**src/rtl/read_pointer_empty_if.sv**
```systemverilog
// Read-side pointer bundle: read request and synchronised write pointer in,
// RAM address, Gray read pointer and FIFO status out.
interface read_pointer_empty_if #(
  parameter int address_size = 3
);
  logic                    read_increment;
  logic [address_size:0]   read_to_write_pointer;
  logic [address_size-1:0] read_address;
  logic [address_size:0]   read_pointer;
  logic                    read_empty;
  logic                    read_almost_empty;
  logic [address_size:0]   read_level;
  logic                    read_underflow;

  modport master (
    output read_increment,
    output read_to_write_pointer,
    input  read_address,
    input  read_pointer,
    input  read_empty,
    input  read_almost_empty,
    input  read_level,
    input  read_underflow
  );

  modport slave (
    input  read_increment,
    input  read_to_write_pointer,
    output read_address,
    output read_pointer,
    output read_empty,
    output read_almost_empty,
    output read_level,
    output read_underflow
  );
endinterface

```
**src/rtl/read_pointer_empty.sv**
```systemverilog
// Async FIFO read side: binary/Gray read pointer, empty, almost-empty,
// fill level and underflow, all in the read clock domain.
module read_pointer_empty #(
  parameter int address_size           = 3,
  parameter int almost_empty_threshold = 1
) (
  input  logic                 read_clk,
  input  logic                 read_reset_n,
  read_pointer_empty_if.slave  rif
);
  localparam int PW = address_size + 1;
  localparam logic [PW-1:0] AE_TH = PW'(almost_empty_threshold);

  logic [PW-1:0] bin_q, bin_d;
  logic [PW-1:0] gray_q, gray_d;
  logic [PW-1:0] level_q, level_d;
  logic [PW-1:0] wr_bin;
  logic          empty_q, empty_d;
  logic          aempty_q, aempty_d;
  logic          uflow_q, uflow_d;
  logic          accept;

  always_comb begin
    wr_bin = '0;
    for (int i = 0; i < PW; i++) begin
      wr_bin[i] = ^(rif.read_to_write_pointer >> i);
    end
  end

  // Flags are computed against the post-read pointer so a read and a
  // newly arrived write in the same cycle resolve without extra latency.
  always_comb begin
    accept   = rif.read_increment & ~empty_q;
    bin_d    = bin_q + {{(PW-1){1'b0}}, accept};
    gray_d   = (bin_d >> 1) ^ bin_d;
    level_d  = wr_bin - bin_d;
    empty_d  = (gray_d == rif.read_to_write_pointer);
    aempty_d = (level_d <= AE_TH);
    uflow_d  = rif.read_increment & empty_q;
  end

  always_ff @(posedge read_clk or negedge read_reset_n) begin
    if (!read_reset_n) begin
      bin_q    <= '0;
      gray_q   <= '0;
      level_q  <= '0;
      empty_q  <= 1'b1;
      aempty_q <= 1'b1;
      uflow_q  <= 1'b0;
    end else begin
      bin_q    <= bin_d;
      gray_q   <= gray_d;
      level_q  <= level_d;
      empty_q  <= empty_d;
      aempty_q <= aempty_d;
      uflow_q  <= uflow_d;
    end
  end

  assign rif.read_address      = bin_q[address_size-1:0];
  assign rif.read_pointer      = gray_q;
  assign rif.read_empty        = empty_q;
  assign rif.read_almost_empty = aempty_q;
  assign rif.read_level        = level_q;
  assign rif.read_underflow    = uflow_q;
endmodule

```
**src/flat_wrapper.sv**
```systemverilog
// flat-port wrapper written by rule: the top's interface ports become plain ports
module read_pointer_empty_flat 
#(
  parameter int address_size           = 3,
  parameter int almost_empty_threshold = 1
)
  (read_clk, read_reset_n, rif_read_increment, rif_read_to_write_pointer, rif_read_address, rif_read_pointer, rif_read_empty, rif_read_almost_empty, rif_read_level, rif_read_underflow);
  read_pointer_empty_if #(.address_size(address_size)) rif_i ();
  input  logic read_clk;
  input  logic read_reset_n;
  input wire logic [$bits(rif_i.read_increment)-1:0] rif_read_increment;
  input wire logic [$bits(rif_i.read_to_write_pointer)-1:0] rif_read_to_write_pointer;
  output wire logic [$bits(rif_i.read_address)-1:0] rif_read_address;
  output wire logic [$bits(rif_i.read_pointer)-1:0] rif_read_pointer;
  output wire logic [$bits(rif_i.read_empty)-1:0] rif_read_empty;
  output wire logic [$bits(rif_i.read_almost_empty)-1:0] rif_read_almost_empty;
  output wire logic [$bits(rif_i.read_level)-1:0] rif_read_level;
  output wire logic [$bits(rif_i.read_underflow)-1:0] rif_read_underflow;
  assign rif_i.read_increment = rif_read_increment;
  assign rif_i.read_to_write_pointer = rif_read_to_write_pointer;
  assign rif_read_address = rif_i.read_address;
  assign rif_read_pointer = rif_i.read_pointer;
  assign rif_read_empty = rif_i.read_empty;
  assign rif_read_almost_empty = rif_i.read_almost_empty;
  assign rif_read_level = rif_i.read_level;
  assign rif_read_underflow = rif_i.read_underflow;
  read_pointer_empty #(.address_size(address_size), .almost_empty_threshold(almost_empty_threshold)) u_core (.read_clk(read_clk), .read_reset_n(read_reset_n), .rif(rif_i));
endmodule
```
**config.mk**
```make
export PLATFORM = sky130hd
export DESIGN_NAME = read_pointer_empty_flat
export DESIGN_NICKNAME = d
export VERILOG_FILES = /design/src/rtl/read_pointer_empty_if.sv /design/src/rtl/read_pointer_empty.sv /design/src/flat_wrapper.sv
export SDC_FILE = /design/constraint.sdc
export NUM_CORES = 1
export LEC_CHECK = 0
export BUFFER_PORTS_ARGS = -buffer_cell sky130_fd_sc_hd__buf_2
export CAP_MARGIN = 15
export CORE_ASPECT_RATIO = 1.4
export CORE_MARGIN = 5
export CORE_UTILIZATION = 35
export DETAILED_ROUTE_END_ITERATION = 10
export PLACE_DENSITY = 0.55
export SLEW_MARGIN = 40
export SYNTH_ARGS = -nofsm -noshare
export SYNTH_HDL_FRONTEND = slang
export SYNTH_SLANG_ARGS = --single-unit
```
**constraint.sdc**
```tcl
create_clock -name read_clk -period 3.39 [get_ports read_clk]
set_clock_uncertainty 0.15 [all_clocks]
set_input_delay 0.339 -clock read_clk [delete_from_list [all_inputs] [get_ports read_clk]]
set_output_delay 0.339 -clock read_clk [all_outputs]
set_load 0.02 [all_outputs]
```
==> flow_summary_export.csv <==
group,metric,value,unit
run_status,status,"finished, final reports clean",
setup_path,cpMaxStageDelayCell,"dfstp_2",
cells_and_area,antenna_cells,0,
power_and_ir_drop,internal_power,0.5600,mW
setup_path,reg2reg_depth,9,
cts,clock-sinks,14,
floorplanning,fp.coreArea,1973,um2
yosys,syn_area_per_cell,12.36,um2
yosys,ys.flop_type,"dfrtp_1",
route,drt-total-wl,1302,um
power_and_ir_drop,p_sw_share,43.97,%
setup_path,crit_top_cell,"ha_1",
hold_path,hold_class,"primary input to flip-flop",
cells_and_area,mostFrequentLayoutCells,"buf_2 (20), xnor2_1 (13), dfrtp_1 (12), inv_1 (6), ha_1 (5)",
floorplanning,die_height,63.55,um
sta,hold_viol,0,
cts,root_buffer,"clkbuf_4",
power_and_ir_drop,peakVddDrop,398.7,uV
sta,tightest_slew,0.3141,ns
setup_path,r2r_end,"u_core.rif.read_level[3]$_DFF_PN0_",
floorplanning,dieWidth,48.25,um
sta,tns,0,ns
route,first_pass_iters,4,
sta,period_share,78.97,%
placement,port_buffers,20,
setup_path,start_kind,"flip-flop",
global_routing,track_usage,10.25,%
run,max-cap-violations,0,
sta,fmax,373.5,MHz
cells_and_area,final_common_cell,"buf_2",
global_routing,gr-total-overflow,0,
floorplanning,core.rowCount,19,
floorplanning,initial_core_util,36.33,%
setup_path,slowest_delay,0.54,ns
cts,clk_pin_slew_worst_paths,0.08,ns
yosys,ys_seq_area_share,49.21,%
power_and_ir_drop,powerDensity,1148,nW/um2
route,ant_nets,0,
yosys,synth_nets,70,
yosys,yosysUniqueCellTypes,23,
power_and_ir_drop,pwr-share-seq,28.9,%
cts,insertion_delay,0.27,ns
sta,max_slew_margin,78.91,%
route,vias_per_cell,4.755,
route,wl_per_cell,12.76,um
cells_and_area,drive_gt1_share,33.33,%
hold_path,hold_depth,2,
setup_path,cp.arrival,2.69,ns
sta,drv_slew,0,
setup_path,r2r_start,"u_core.rif.read_empty$_DFF_PN1_",
setup_path,reg2reg_slack,0.71,ns
yosys,ys_warn_count,0,
sta,fin_crit,2.677,ns
sta,finalSetupViolations,0,
cts,cts_setup_buffers,0,
cts,clock_path_buffers,2,
cells_and_area,fillers,205,
setup_path,cpLargestDelayFamily,"adder cells",
yosys,synth-async-reset-ratio,100.0,%
global_routing,grt_pass1_vias,507,
hold_path,holdPathEnd,"u_core.rif.read_underflow$_DFF_PN0_",
yosys,netlist_area,716.9,um2
cts,htree_levels,1,
yosys,synth_seq_cells,14,
setup_path,cp-end-kind,"flip-flop",
placement,hpwl,1095,um
global_routing,grt_max_degree,15,
route,drc,0,
global_routing,antenna_found_initial,0,
cells_and_area,utilization,44.13,%
route,drt-initial-drc-count,1,
sta,rsz0062_at_grt,"false",
placement,gp_congestion,0.8015,
floorplanning,die_area,3066,um2
setup_path,cp_cell_sequence,"nor2b_1 -> ha_1 -> ha_1 -> xnor2_1 -> ha_1 -> inv_1 -> a2111o_1 -> and4_4 -> or2_1",
yosys,synth_edf_count,0,
cts,cts_buffers,3,
cts,cts_resized,0,
setup_path,cp.required,3.40,ns
floorplanning,io_pins,21,
setup_path,path_max_fanout,4,
power_and_ir_drop,p_comb_share,62.2,%
hold_path,hp-start,"rif_read_increment",
cells_and_area,fin_nets,95,
power_and_ir_drop,p_leak,0.4255,nW
power_and_ir_drop,power_switching,0.4395,mW
cells_and_area,area_growth,21.47,%
yosys,synthCells,58,
cts,cts_tree,"done",
global_routing,grt_first_pass_wirelength,2194,um
route,vias,485,
power_and_ir_drop,p_clk_share,8.9,%
sta,whs,0.1482,ns
setup_path,critPathKind,"flip-flop to flip-flop",
setup_path,critPathBufInv,1,
[sequential cells by signal, summed over array words and instances (netlist names)]
register,count
u_core.rif.read_level,4
u_core.rif.read_empty,1
u_core.rif.read_pointer,3
u_core.rif.read_underflow,1
u_core.rif.read_almost_empty,1
u_core.bin_q,4
[power by group through the flow]
stage,Sequential (mW),Clock [mW],Combinational [mW]
2_1_floorplan,0.388,0,0.380
3_3_place_gp,0.293,0,0.627
3_5_place_dp,0.295,0,0.633
4_1_cts,0.291,0.0930,0.636
5_1_grt,0.301,0.0969,0.697
6_report,0.289,0.0889,0.622
[per-stage QoR]
| step | worst slack (ns) | cell area (um2) | power (mW) | std cells |
|---|---|---|---|---|
| floorplan | 0.7561 | 716.9 | 0.7672 | 58 |
| global placement | 0.7501 | 838.3 | 0.9192 | 98 |
| detailed placement | 0.7090 | 838.3 | 0.9278 | 98 |
| CTS | 0.6941 | 870.8 | 1.020 | 102 |
| global route | 0.5685 | 870.8 | 1.095 | 102 |
| finish | 0.7129 | 870.8 | 0.9995 | 102 |
[layer usage]
metal  wire [um]  vias up  track usage, %
li1            -      241               -
met1         517      228           11.95
met2         676       14           15.85
met3          81        2           1.709
met4          27        0           7.071
met5           0        -               0
[layout make-up]
cell class | count | area [um2] | area share (%)
Multi-Input combinational cell | 37 | 336.6 | 38.65
Clock buffer | 3 | 22.52 | 2.586
Tap cell | 21 | 26.28 | 3.017
Timing Repair Buffer | 21 | 110.1 | 12.64
Inverter | 6 | 22.52 | 2.586
Sequential cell | 14 | 352.8 | 40.52
[repair_timing]
item                       CTS  global route
hold buffers                 1             0
hold endpoints to repair    12             0
setup endpoints to repair    0             0
[Yosys cell counts, types with 2 or more instances]
| cell | n | area share, % |
|---|---|---|
| xnor2_1 | 13 | 16 |
| dfrtp_1 | 12 | 42 |
| inv_1 | 6 | 3.1 |
| ha_1 | 5 | 8.7 |
| a31oi_1 | 2 | 1.7 |
| dfstp_2 | 2 | 7.3 |
| xor2_1 | 2 | 2.4 |
[how the worst max path moves through the flow]
stage	depth (start not counted)	to	slack (ns)	start
after floorplan	9	u_core.rif.read_level[3]$_DFF_PN0_	0.76	u_core.rif.read_empty$_DFF_PN1_
after detailed placement	9	u_core.rif.read_level[3]$_DFF_PN0_	0.71	u_core.rif.read_empty$_DFF_PN1_
final	9	u_core.rif.read_level[3]$_DFF_PN0_	0.71	u_core.rif.read_empty$_DFF_PN1_
after global routing	9	u_core.rif.read_level[3]$_DFF_PN0_	0.57	u_core.rif.read_empty$_DFF_PN1_
after CTS	9	u_core.rif.read_level[3]$_DFF_PN0_	0.69	u_core.rif.read_empty$_DFF_PN1_
after global placement	9	u_core.rif.read_level[3]$_DFF_PN0_	0.75	u_core.rif.read_empty$_DFF_PN1_
[logic make-up (layout without fill, tap and decap cells)]
| logic type | count (synthesis) | after routing | share of synthesized area [%] |
|---|---|---|---|
| adder cells (fa/ha/maj) | 5 | 5 | 8.726 |
| AND/OR/NAND/NOR | 9 | 9 | 8.902 |
| flip-flops | 14 | 14 | 49.21 |
| multiplexers | 1 | 1 | 1.396 |
| XOR/XNOR | 16 | 16 | 21.64 |
| AO/OA/AOI/OAI | 6 | 6 | 6.282 |
| buffers and inverters | 7 | 30 | 3.839 |
Power figures use the tool's default switching activity.
